**src/rtl/sp_port_arbiter.sv**
```systemverilog
// Two-master arbiter for the single secondary-port (SP) memory interface.
// It grants round-robin with bounded bursts and routes each read return to the master that issued it.
module sp_port_arbiter #(
    parameter int ADR_SIZE  = 16,
    parameter int DATA_SIZE = 16,
    parameter int MAX_BURST = 8,
    parameter int RD_LAT    = 1
) (
    input  logic                 clk,
    input  logic                 rst,
    input  logic                 stall_ext,
    input  logic                 m0_req,
    input  logic                 m0_wr_rd,
    input  logic [ADR_SIZE-1:0]  m0_addr,
    input  logic [DATA_SIZE-1:0] m0_wdata,
    output logic                 m0_ack,
    output logic                 m0_gnt,
    output logic [DATA_SIZE-1:0] m0_rdata,
    output logic                 m0_rvalid,
    input  logic                 m1_req,
    input  logic                 m1_wr_rd,
    input  logic [ADR_SIZE-1:0]  m1_addr,
    input  logic [DATA_SIZE-1:0] m1_wdata,
    output logic                 m1_ack,
    output logic                 m1_gnt,
    output logic [DATA_SIZE-1:0] m1_rdata,
    output logic                 m1_rvalid,
    output logic                 sp_en,
    output logic                 wr_rd_sp,
    output logic [ADR_SIZE-1:0]  SPA,
    output logic [DATA_SIZE-1:0] SPD_OUT,
    input  logic [DATA_SIZE-1:0] SPD_IN,
    output logic [1:0]           state_dbg
);

    // Handshake: mk_req (with its wr_rd/addr/wdata) is held until mk_ack; a beat
    // transfers in exactly the cycle where mk_req & mk_ack, and the master may
    // present its next beat in the following cycle. Read data returns on mk_rvalid.

    localparam int CW = $clog2(MAX_BURST + 1);
    localparam logic [CW-1:0] MAX_CNT = CW'(MAX_BURST);

    typedef enum logic [1:0] {
        IDLE = 2'd0,
        OWN0 = 2'd1,
        OWN1 = 2'd2
    } state_t;

    state_t                state_q, state_d;
    logic [CW-1:0]         cnt_q, cnt_d;
    logic                  last_q, last_d;
    logic                  sp_en_q, sp_en_d;
    logic                  wr_q, wr_d;
    logic [ADR_SIZE-1:0]   spa_q, spa_d;
    logic [DATA_SIZE-1:0]  spd_q, spd_d;
    logic                  mst_q, mst_d;
    logic [RD_LAT-1:0]     tag_v_q, tag_v_d;
    logic [RD_LAT-1:0]     tag_m_q, tag_m_d;
    logic                  burst_open;

    always_comb begin
        state_d  = state_q;
        cnt_d    = cnt_q;
        last_d   = last_q;
        sp_en_d  = 1'b0;
        wr_d     = wr_q;
        spa_d    = spa_q;
        spd_d    = spd_q;
        mst_d    = mst_q;
        burst_open = (cnt_q < MAX_CNT);

        m0_ack = (state_q == OWN0) && m0_req && !stall_ext && burst_open;
        m1_ack = (state_q == OWN1) && m1_req && !stall_ext && burst_open;

        // A stall freezes the FSM and the burst count along with blocking acks.
        if (!stall_ext) begin
            case (state_q)
                IDLE: begin
                    cnt_d = '0;
                    if (m0_req && m1_req) state_d = last_q ? OWN0 : OWN1;
                    else if (m0_req)      state_d = OWN0;
                    else if (m1_req)      state_d = OWN1;
                end
                OWN0: begin
                    if (!m0_req) begin
                        state_d = IDLE;
                        cnt_d   = '0;
                    end else if (!burst_open) begin
                        cnt_d = '0;
                        if (m1_req) state_d = OWN1;
                    end else begin
                        cnt_d = cnt_q + 1'b1;
                    end
                end
                OWN1: begin
                    if (!m1_req) begin
                        state_d = IDLE;
                        cnt_d   = '0;
                    end else if (!burst_open) begin
                        cnt_d = '0;
                        if (m0_req) state_d = OWN0;
                    end else begin
                        cnt_d = cnt_q + 1'b1;
                    end
                end
                default: begin
                    state_d = IDLE;
                    cnt_d   = '0;
                end
            endcase
        end

        if (m0_ack) begin
            sp_en_d = 1'b1;
            wr_d    = m0_wr_rd;
            spa_d   = m0_addr;
            spd_d   = m0_wdata;
            mst_d   = 1'b0;
            last_d  = 1'b0;
        end else if (m1_ack) begin
            sp_en_d = 1'b1;
            wr_d    = m1_wr_rd;
            spa_d   = m1_addr;
            spd_d   = m1_wdata;
            mst_d   = 1'b1;
            last_d  = 1'b1;
        end

        // Tags enter when the read is on the port, so the last stage lines up with SPD_IN.
        tag_v_d    = tag_v_q;
        tag_m_d    = tag_m_q;
        tag_v_d[0] = sp_en_q && !wr_q;
        tag_m_d[0] = mst_q;
        for (int i = 1; i < RD_LAT; i++) begin
            tag_v_d[i] = tag_v_q[i-1];
            tag_m_d[i] = tag_m_q[i-1];
        end
    end

    always_ff @(posedge clk or negedge rst) begin
        if (!rst) begin
            state_q <= IDLE;
            cnt_q   <= '0;
            last_q  <= 1'b1;
            sp_en_q <= 1'b0;
            wr_q    <= 1'b0;
            spa_q   <= '0;
            spd_q   <= '0;
            mst_q   <= 1'b0;
            tag_v_q <= '0;
            tag_m_q <= '0;
        end else begin
            state_q <= state_d;
            cnt_q   <= cnt_d;
            last_q  <= last_d;
            sp_en_q <= sp_en_d;
            wr_q    <= wr_d;
            spa_q   <= spa_d;
            spd_q   <= spd_d;
            mst_q   <= mst_d;
            tag_v_q <= tag_v_d;
            tag_m_q <= tag_m_d;
        end
    end

    assign m0_gnt    = (state_q == OWN0);
    assign m1_gnt    = (state_q == OWN1);
    assign m0_rvalid = tag_v_q[RD_LAT-1] && !tag_m_q[RD_LAT-1];
    assign m1_rvalid = tag_v_q[RD_LAT-1] && tag_m_q[RD_LAT-1];
    assign m0_rdata  = SPD_IN;
    assign m1_rdata  = SPD_IN;
    assign sp_en     = sp_en_q;
    assign wr_rd_sp  = wr_q;
    assign SPA       = spa_q;
    assign SPD_OUT   = spd_q;
    assign state_dbg = state_q;

endmodule

```
**config.mk**
```make
export PLATFORM = sky130hd
export DESIGN_NAME = sp_port_arbiter
export DESIGN_NICKNAME = d
export VERILOG_FILES = /design/src/rtl/sp_port_arbiter.sv
export SDC_FILE = /design/constraint.sdc
export NUM_CORES = 1
export LEC_CHECK = 0
export BUFFER_PORTS_ARGS = -buffer_cell sky130_fd_sc_hd__clkbuf_2
export CAP_MARGIN = 10
export CORE_MARGIN = 1.5
export CORE_UTILIZATION = 37
export DETAILED_ROUTE_END_ITERATION = 6
export GPL_ROUTABILITY_DRIVEN = 0
export PLACE_DENSITY = 0.76
export SLEW_MARGIN = 30
export SYNTH_ARGS = -nofsm -noshare
export SYNTH_HDL_FRONTEND = slang
export SYNTH_SLANG_ARGS = --single-unit
```
**constraint.sdc**
```tcl
create_clock -name clk -period 1.59 [get_ports clk]
set_input_delay 0.159 -clock clk [delete_from_list [all_inputs] [get_ports clk]]
set_output_delay 0.159 -clock clk [all_outputs]
set_load 0.02 [all_outputs]
```
# Word level (Yosys, flattened, before mapping)
# Cells that the tools add are included.
# W data, S select, Z words.
# classes
add_sub_neg,1
order_cmp,1
n_eq_ne,5
mux,24
bitwise_logic,1
n_reduce_logical,16
# op_table
op,n
$mux W16,4
$mux W2,9
$mux W4,3
$logic_and A1 B1 Y1,10
$ne A3 B3 Y1 const B,3
$pmux W4 S2,1
$mux W1,6
$pmux W2 S3,1
$add A4 B1 Y4 const B,1
$lt A4 B4 Y1 const B,1
$reduce_and A4 Y1,1
$logic_not A1 Y1,3
$eq A2 B1 Y1 const B,1
$eq A2 B2 Y1 const B,1
$logic_not A2 Y1,1
$reduce_bool A2 Y1,1
$not A1 Y1,1
# totals
register_bits,44
in_bits,87

# Depth between registers and ports, before layout
# Gate-level depths: netlist of run 1.
# logic_depth
depth_word,6
depth_mapped,8
depth_no_buf,7

# Worst setup path after synthesis of run 1
# No wires, ideal clock.
# synth_timing
path_kind,register to register
startpoint,register state_q[0] (netlist: state_dbg[0])
endpoint,register spa_q[0] (netlist: SPA[0])
setup_time_ns,0.136
t_arrival_ns,1.749
required_time_ns,1.454
slack_ns,-0.295
stages_incl_launch_ff,7
n_path_buf,1
period_less_slack_ns,1.885
path_cell_list,dfrtp_1 -> inv_1 -> ha_1 -> a22o_1 -> nand2_1 -> clkbuf_1 -> o21ai_0
# synth_between
elab_chain_len,5
elab_cells_between_ends,10
cone_classes,eq/ne (2); mux (1); reduce/logical (7)
# synth_lines
element,line,rtl
"start, declared",49,"state_t state_q, state_d;"
"start signal, assigned",153,state_q <= state_d;
$eq A2 B2 Y1,n/a,
named net m1_gnt,25,"output logic m1_gnt,"
$logic_and A1 B1 Y1 (3 in series),73,m1_ack = (state_q == OWN1) && m1_req && !stall_ext && burst_open;
$reduce_bool A2 Y1 (no line),n/a,
"end signal, assigned",158,spa_q <= spa_d;
"end, declared",54,"logic [ADR_SIZE-1:0] spa_q, spa_d;"
# The timed path passes the listed nets, and every way through them passes these cells.
# A chain may end at the register's enable or synchronous reset.

# Final worst setup path of run 1
# layout_timing
startpoint,register state_q[1] (netlist: state_dbg[1])
endpoint,output m0_ack
# layout_between
elab_chain_len,4
# layout_lines
element,line,rtl
$eq A2 B1 Y1,72,m0_ack = (state_q == OWN0) && m0_req && !stall_ext && burst_open;
$logic_and A1 B1 Y1 (3 in series),72,
"end, declared",16,"output logic m0_ack,"
# No other way between the ends.

==> impl_metrics.prom, run 1 <==
# TYPE chip_impl_metric gauge
chip_impl_metric{name="die_height",unit="um"} 82.4
chip_impl_info{name="yosys_most_used_dff",value="sky130_fd_sc_hd__dfrtp_1"} 1
chip_impl_metric{name="post_layout_nonfiller_instances",unit=""} 409
chip_impl_metric{name="drc",unit=""} 0
chip_impl_metric{name="drive_above_1_share",unit="%"} 46.4
chip_impl_metric{name="yosys_warn_count",unit=""} 0
chip_impl_metric{name="hold_slack",unit="ns"} 0.0770
chip_impl_metric{name="syn_nets",unit=""} 328
chip_impl_metric{name="tritoncts.num_buffers",unit=""} 5
chip_impl_metric{name="power_frac_clock",unit="%"} 13.5
chip_impl_metric{name="grt_pass1_vias",unit=""} 1748
chip_impl_metric{name="critical_path_peak_fanout",unit=""} 3
chip_impl_metric{name="dp_cells",unit=""} 387
chip_impl_metric{name="htree_num_levels",unit=""} 2
chip_impl_info{name="setup_repair_after_global_routing_missed_its_margin",value="true"} 1
chip_impl_info{name="setup.worst_path.end_class",value="primary output"} 1
chip_impl_metric{name="power.density_cell_area",unit="mW/mm^2"} 1550
chip_impl_metric{name="place.detailed.hpwl",unit="mm"} 3.78
chip_impl_metric{name="detailed_place.area",unit="mm^2"} 0.00282
chip_impl_metric{name="io_buffer_count",unit=""} 112
chip_impl_metric{name="clock_insertion_delay_worst_skew",unit="ns"} 0.29
chip_impl_metric{name="max_root_sink_buffers",unit=""} 2
chip_impl_metric{name="post-route-util",unit="%"} 52.2
chip_impl_metric{name="cts_clock_pin_slew_for_the_worst_setup_and_hold_paths",unit="ns"} 0.08
chip_impl_info{name="ctsRootBufferMaster",value="sky130_fd_sc_hd__clkbuf_8"} 1
chip_impl_metric{name="r2r.worst_path.cells",unit=""} 8
chip_impl_metric{name="min_period",unit="ns"} 1.62
chip_impl_metric{name="maxClockFrequency",unit="MHz"} 619
chip_impl_metric{name="synth_cell_types",unit=""} 27
chip_impl_metric{name="irDropWorstVdd",unit="uV"} 671
chip_impl_metric{name="p_sw_share",unit="%"} 41.2
chip_impl_metric{name="drt-initial-drc-count",unit=""} 82
chip_impl_metric{name="asyncSetResetFlopFracSynth",unit="%"} 100
chip_impl_metric{name="drt-wirelength-per-cell",unit="um"} 13.0
chip_impl_metric{name="grt_first_pass_wirelength",unit="mm"} 7.98
chip_impl_metric{name="synth-edff-count",unit=""} 0
chip_impl_metric{name="pins_over_their_slew_limit",unit=""} 0
chip_impl_metric{name="hold_violation_count_in_the_final_report",unit=""} 0
chip_impl_metric{name="maxSlewHeadroom",unit="%"} 64.4
chip_impl_metric{name="io_pins",unit=""} 161
chip_impl_metric{name="hold_depth",unit=""} 3
chip_impl_metric{name="antenna_cells_inserted",unit=""} 0
chip_impl_metric{name="cell_area_synth",unit="mm^2"} 0.00233
chip_impl_metric{name="antenna_left",unit=""} 0
chip_impl_metric{name="skew",unit="ns"} 0.00516
chip_impl_info{name="outcome",value="finished with violations"} 1
chip_impl_info{name="cts_tree",value="built"} 1
chip_impl_metric{name="num-nets-final",unit=""} 426
chip_impl_metric{name="core_area",unit="mm^2"} 0.00599
chip_impl_metric{name="antenna_violations_before_repair",unit=""} 0
chip_impl_metric{name="die-area",unit="mm^2"} 0.00680
chip_impl_metric{name="netlist_instances",unit=""} 236
chip_impl_info{name="synth_top_cells_by_count",value="43 x sky130_fd_sc_hd__dfrtp_1, 43 x sky130_fd_sc_hd__nand2_1, 34 x sky130_fd_sc_hd__mux2i_1, 33 x sky130_fd_sc_hd__buf_4, 28 x sky130_fd_sc_hd__o21ai_0"} 1
chip_impl_metric{name="post_drt_via_cell_ratio",unit=""} 4.63
chip_impl_metric{name="ys_seq_area_share",unit="%"} 47.2
chip_impl_info{name="kind_of_start_point_of_the_critical_path",value="register"} 1
chip_impl_metric{name="row_count",unit=""} 28
chip_impl_metric{name="drt_first_pass_iters",unit=""} 4
chip_impl_info{name="failed_checks",value="setup timing"} 1
chip_impl_info{name="hold_crit_class",value="primary input to register"} 1
chip_impl_metric{name="globalRouteTotalUtil",unit="%"} 15.9
chip_impl_metric{name="overall_power",unit="mW"} 4.84
chip_impl_metric{name="finalInstanceArea",unit="mm^2"} 0.00313
chip_impl_metric{name="vias",unit=""} 1893
chip_impl_metric{name="power_frac_seq",unit="%"} 38.4
chip_impl_metric{name="yosys_register_bits",unit=""} 44
chip_impl_info{name="timing.setup.critical_path_class",value="register to primary output"} 1
chip_impl_metric{name="wirelength",unit="mm"} 5.33
chip_impl_metric{name="timing.setup.tns",unit="ns"} -0.103
chip_impl_metric{name="floorplan.die.width",unit="um"} 82.4
chip_impl_metric{name="power.switching",unit="mW"} 2.00
chip_impl_metric{name="power_leakage",unit="nW"} 1.57
chip_impl_metric{name="setup_viol",unit=""} 11
chip_impl_metric{name="worst_ep_required_time",unit="ns"} 1.43
chip_impl_metric{name="final_critical_path_setup_slack",unit="ns"} -0.0259
chip_impl_metric{name="place_worst_setup_slack",unit="ns"} -0.0529
chip_impl_metric{name="internal_power",unit="mW"} 2.85
chip_impl_metric{name="grt_max_degree",unit=""} 33
chip_impl_metric{name="worst_slew_pin_slew",unit="ns"} 0.534
chip_impl_metric{name="syn_area_per_cell",unit="um^2"} 9.89
chip_impl_metric{name="layout-area-overhead-vs-synth",unit="%"} 33.9
chip_impl_metric{name="numClockSinks",unit=""} 44
chip_impl_info{name="yosys.area.top_type",value="sky130_fd_sc_hd__dfrtp_1"} 1
chip_impl_metric{name="arrival",unit="ns"} 1.46
chip_impl_metric{name="initial_core_util",unit="%"} 39.0
chip_impl_metric{name="maxCapViolCount",unit=""} 0
chip_impl_info{name="synth_top_cells_by_area",value="sky130_fd_sc_hd__dfrtp_1 46%, sky130_fd_sc_hd__mux2i_1 15%, sky130_fd_sc_hd__buf_4 11%"} 1
chip_impl_metric{name="layout_worst_path_cycle_share",unit="%"} 102
chip_impl_metric{name="combinationalPowerShare",unit="%"} 48.1
chip_impl_metric{name="grt-ovfl-total",unit=""} 0
chip_impl_metric{name="synth_top_area_share",unit="%"} 46.1
-- layout by cell type (no fill, tap or decap), types with 2 or more instances in the layout --
master and n:
sky130_fd_sc_hd__dfrtp_1 41, sky130_fd_sc_hd__clkbuf_2 110, sky130_fd_sc_hd__inv_1 3, sky130_fd_sc_hd__mux2i_2 3, sky130_fd_sc_hd__nand2_1 41, sky130_fd_sc_hd__nand2_4 2
sky130_fd_sc_hd__nor2_1 7, sky130_fd_sc_hd__mux2i_1 31, sky130_fd_sc_hd__inv_2 2, sky130_fd_sc_hd__o21ai_1 29, sky130_fd_sc_hd__clkbuf_8 6, sky130_fd_sc_hd__buf_8 4
sky130_fd_sc_hd__o21ai_0 9, sky130_fd_sc_hd__ha_4 2, sky130_fd_sc_hd__ha_1 3, sky130_fd_sc_hd__nor2b_1 3, sky130_fd_sc_hd__dfrtp_2 2, sky130_fd_sc_hd__buf_4 12
sky130_fd_sc_hd__buf_12 4
-- cell type report --
cell class                      instances  area (um^2)
Sequential cell                        44         1100
Tap cell                               75         93.8
Inverter                                5         18.8
Clock inverter                          1         5.00
Timing Repair Buffer                  135          868
Clock buffer                            6         72.6
Fill cell                             561         2860
Multi-Input combinational cell        143          963
-- critical path: stages (launching register included) --
cell and delay, ns:
sky130_fd_sc_hd__dfrtp_2 0.42, sky130_fd_sc_hd__inv_2 0.07, sky130_fd_sc_hd__ha_4 0.14, sky130_fd_sc_hd__nand2_4 0.06
sky130_fd_sc_hd__nor3_4 0.22, sky130_fd_sc_hd__buf_12 0.16, sky130_fd_sc_hd__buf_8 0.10
-- routing by layer --
| metal | wire, um | GRT usage [%] | vias to the layer above |
|---|---|---|---|
| met5 | 0 | 0 | - |
| met4 | 98 | 7.80 | 0 |
| met1 | 2120 | 18.0 | 855 |
| li1 | - | - | 957 |
| met3 | 335 | 3.85 | 14 |
| met2 | 2770 | 27.6 | 67 |
-- worst paths after layout --
check                      slack (ns)          from     endpoint
setup / recovery                -0.03  state_dbg[1]       m0_ack
hold / removal                   0.08  m0_wdata[14]  SPD_OUT[14]
setup reg to reg                -0.02  state_dbg[1]   SPD_OUT[7]
hold reg to reg                  0.40         mst_q      tag_m_q
max in group asynchronous        0.62           rst       SPA[9]
min in group asynchronous        0.38           rst       SPA[0]
-- timing repair --
action,4_1_cts,5_1_grt
gates cloned,2,1
setup endpoints to repair,33,38
hold buffers,1,0
gates resized for setup,27,13
hold endpoints to repair,19,0
pin swaps,3,4
buffers inserted,10,2
-- power groups by stage --
stage / clock (mW) / combinational, mW / sequential (mW)
final: 0.653 / 2.33 / 1.86
after global routing: 0.728 / 2.58 / 1.92
after CTS: 0.682 / 2.30 / 1.86
after detailed placement: 0 / 2.11 / 1.88
after global placement: 0 / 2.06 / 1.87
after floorplan: 0 / 0.938 / 2.37
-- kinds of logic after synthesis --
family / Yosys count / share of synthesized area, %
compound gates: 46 / 10.8
fa+ha+maj: 5 / 2.68
buf+inv: 49 / 14.1
flops: 44 / 47.2
mux: 34 / 14.6
simple gates: 58 / 10.6
-- state kept, by name, summed over array words and instances (netlist names) --
signal / cells
tag_v_q: 1
SPD_OUT: 16
SPA: 16
mst_q: 1
wr_rd_sp: 1
cnt_q: 4
tag_m_q: 1
last_q: 1
sp_en: 1
state_dbg: 2
Note: power is estimated with default switching activity, not from simulation.
==> inputs of run 2 (changes only) <==
Settings changed: CORE_UTILIZATION 37 to 42, PLACE_DENSITY 0.76 to 0.81.
Clock period 1.59 ns to 1.85 ns, I/O delays scaled along.
==> run 2 against run 1 <==
  * The run now ends clean
  * Cell count is 4.6% lower
  * Register-to-register slack better by 0.19 ns
  * Worst hold slack better by 0.030 ns
  * Critical path depth is 1 lower
  * Flip-flop and latch count stayed put
  * Sequential power is 14% lower
  * Routed wire length is 10% lower
  * Clock-buffer cell count stayed put
  * Die area is 11% lower
  * Critical path type unchanged
==> impl_metrics.prom, run 2 (synthesized netlist as in run 1, its figures left out) <==
# TYPE chip_impl_metric gauge
chip_impl_info{name="path_cells",value="ha_2 -> nand2_2 -> nor3_4 -> buf_6 -> clkbuf_2"} 1
chip_impl_metric{name="worst_slew_pin_slew",unit="ns"} 0.564
chip_impl_info{name="outcome",value="finished clean"} 1
chip_impl_metric{name="min_period",unit="ns"} 1.74
chip_impl_metric{name="htree_num_levels",unit=""} 2
chip_impl_metric{name="arrival",unit="ns"} 1.56
chip_impl_info{name="cpLargestDelayFamily",value="flip-flops"} 1
chip_impl_info{name="timing.rr.start",value="state_dbg[0]"} 1
chip_impl_info{name="cpMaxStageDelayCell",value="sky130_fd_sc_hd__dfrtp_1"} 1
chip_impl_metric{name="antenna_cells_inserted",unit=""} 0
chip_impl_metric{name="die_height",unit="um"} 77.6
chip_impl_metric{name="dp_cells",unit=""} 379
chip_impl_metric{name="maxSlewHeadroom",unit="%"} 62.4
chip_impl_metric{name="irDropWorstVdd",unit="uV"} 645
chip_impl_metric{name="drt-wirelength-per-cell",unit="um"} 12.2
chip_impl_metric{name="area.sequential",unit="mm^2"} 0.00110
chip_impl_metric{name="overall_power",unit="mW"} 4.12
chip_impl_metric{name="grt_pass1_vias",unit=""} 1851
chip_impl_metric{name="drt-initial-drc-count",unit=""} 72
chip_impl_metric{name="numClockSinks",unit=""} 44
chip_impl_info{name="ctsRootBufferMaster",value="sky130_fd_sc_hd__clkbuf_8"} 1
chip_impl_metric{name="clock_insertion_delay_worst_skew",unit="ns"} 0.29
chip_impl_metric{name="tritoncts.num_buffers",unit=""} 5
chip_impl_metric{name="n_fill_cell",unit=""} 469
chip_impl_info{name="crit_start",value="state_dbg[0]"} 1
chip_impl_metric{name="vias",unit=""} 1863
chip_impl_metric{name="io_pins",unit=""} 161
chip_impl_metric{name="antenna_violations_before_repair",unit=""} 0
chip_impl_metric{name="crit_buf_inv",unit=""} 2
chip_impl_metric{name="wirelength",unit="mm"} 4.77
chip_impl_metric{name="row_count",unit=""} 26
chip_impl_info{name="setup_repair_after_global_routing_missed_its_margin",value="false"} 1
chip_impl_info{name="kind_of_start_point_of_the_critical_path",value="register"} 1
chip_impl_metric{name="power.density_cell_area",unit="mW/mm^2"} 1420
chip_impl_metric{name="layout-area-overhead-vs-synth",unit="%"} 24.4
chip_impl_metric{name="initial_core_util",unit="%"} 44.6
chip_impl_metric{name="grt-ovfl-total",unit=""} 0
chip_impl_metric{name="drive_above_1_share",unit="%"} 41.9
chip_impl_metric{name="drt_first_pass_iters",unit=""} 4
chip_impl_metric{name="grt_use_met2",unit="%"} 29.3
chip_impl_metric{name="num-nets-final",unit=""} 411
chip_impl_info{name="final_common_cell",value="sky130_fd_sc_hd__clkbuf_2"} 1
chip_impl_info{name="setup.worst_path.end_class",value="primary output"} 1
chip_impl_info{name="hold_crit_class",value="primary input to register"} 1
chip_impl_metric{name="gr-usage-met1",unit="%"} 18.8
chip_impl_metric{name="multi_input_comb_area",unit="um^2"} 915
chip_impl_info{name="cts_tree",value="built"} 1
chip_impl_metric{name="io_buffer_count",unit=""} 112
chip_impl_metric{name="floorplan.die.width",unit="um"} 77.6
chip_impl_metric{name="max_root_sink_buffers",unit=""} 2
chip_impl_metric{name="maximum_cell_stage_delay_along_the_critical_path",unit="ns"} 0.44
chip_impl_metric{name="grt_util_met3",unit="%"} 4.00
chip_impl_metric{name="critical_path_peak_fanout",unit=""} 6
chip_impl_metric{name="drc",unit=""} 0
chip_impl_metric{name="core_area",unit="mm^2"} 0.00524
chip_impl_metric{name="place.detailed.hpwl",unit="mm"} 3.70
chip_impl_info{name="holdCritStartpoint",value="m0_wdata[6]"} 1
chip_impl_metric{name="grt_first_pass_wirelength",unit="mm"} 8.02
chip_impl_metric{name="antenna_left",unit=""} 0
chip_impl_metric{name="globalRouteTotalUtil",unit="%"} 16.7
chip_impl_metric{name="post_layout_nonfiller_instances",unit=""} 390
chip_impl_info{name="most-common-layout-cells",value="112 x sky130_fd_sc_hd__clkbuf_2, 43 x sky130_fd_sc_hd__dfrtp_1, 41 x sky130_fd_sc_hd__nand2_1"} 1
chip_impl_metric{name="maxCapViolCount",unit=""} 0
chip_impl_metric{name="worst_ep_required_time",unit="ns"} 1.66
chip_impl_metric{name="power_leakage",unit="nW"} 1.47
chip_impl_metric{name="maxClockFrequency",unit="MHz"} 574
chip_impl_metric{name="cts_clock_pin_slew_for_the_worst_setup_and_hold_paths",unit="ns"} 0.08
chip_impl_metric{name="layout_worst_path_cycle_share",unit="%"} 94.1
chip_impl_metric{name="grt_max_degree",unit=""} 33
chip_impl_info{name="grt_most_used_layer",value="met2"} 1
chip_impl_metric{name="pins_over_their_slew_limit",unit=""} 0
chip_impl_info{name="timing.setup.critical_path_class",value="register to primary output"} 1
chip_impl_metric{name="hold_violation_count_in_the_final_report",unit=""} 0
chip_impl_metric{name="skew",unit="ns"} 0.00674
chip_impl_metric{name="setup_viol",unit=""} 0
chip_impl_metric{name="post_drt_via_cell_ratio",unit=""} 4.78
chip_impl_metric{name="die-area",unit="mm^2"} 0.00602
run 2: what timing repair did:
action	in CTS	in global routing
gates cloned	0	0
pin swaps	1	1
endpoints found under the setup margin	2	23
hold buffers	1	0
buffers inserted	2	0
gates resized for setup	3	4
endpoints found under the hold margin	22	0
run 2: area by class of cell:
cell class | instances | area share, %
Clock buffer | 6 | 2.84
Timing Repair Buffer | 120 | 22.7
Clock inverter | 2 | 1.34
Inverter | 5 | 0.646
Tap cell | 70 | 3.02
Multi-Input combinational cell | 143 | 31.5
Sequential cell | 44 | 38.0
run 2: per-layer routing:
| metal | wire length [um] | vias up |
|---|---|---|
| li1 | - | 927 |
| met1 | 1910 | 834 |
| met2 | 2430 | 85 |
| met3 | 337 | 17 |
| met4 | 95 | 0 |
| met5 | 0 | - |
run 2: worst register-to-register path, cell delays in order, from the launching register on:
cell and delay (ns):
sky130_fd_sc_hd__dfrtp_1 0.44, sky130_fd_sc_hd__ha_2 0.24, sky130_fd_sc_hd__nand2_2 0.09, sky130_fd_sc_hd__nor3_4 0.20, sky130_fd_sc_hd__buf_6 0.14, sky130_fd_sc_hd__buf_6 0.16
sky130_fd_sc_hd__mux2i_1 0.21, sky130_fd_sc_hd__o21ai_0 0.09
run 2: report_power, final:
part	switching (mW)	internal (mW)
registers	0.232	1.37
clock network	0.316	0.441
logic	1.10	0.658
run 2: path summary, 6_finish.rpt:
kind / cells past startpoint / slack, ns / to
hold reg to reg: 0 / 0.39 / tag_m_q
setup / recovery: 5 / 0.11 / m0_ack
min in group asynchronous: 2 / 0.42 / SPA[11]
setup reg to reg: 7 / 0.17 / SPA[0]
max in group asynchronous: 3 / 0.75 / SPD_OUT[3]
hold / removal: 3 / 0.11 / SPD_OUT[6]
run 2: metrics by stage:
| step | hold slack (ns) | setup TNS, ns | util [%] | setup WS [ns] | cell area (um^2) |
|---|---|---|---|---|---|
| after floorplan | -0.111 | -0.112 | - | -0.00378 | 2340 |
| after global placement | 0.217 | 0 | 52.3 | 0.0893 | 2740 |
| after detailed placement | 0.213 | 0 | 52.3 | 0.0730 | 2740 |
| after CTS | 0.0943 | 0 | 55.2 | 0.0183 | 2890 |
| after global routing | 0.106 | 0 | 55.4 | 0.0107 | 2900 |
| final | 0.107 | 0 | 55.4 | 0.109 | 2900 |
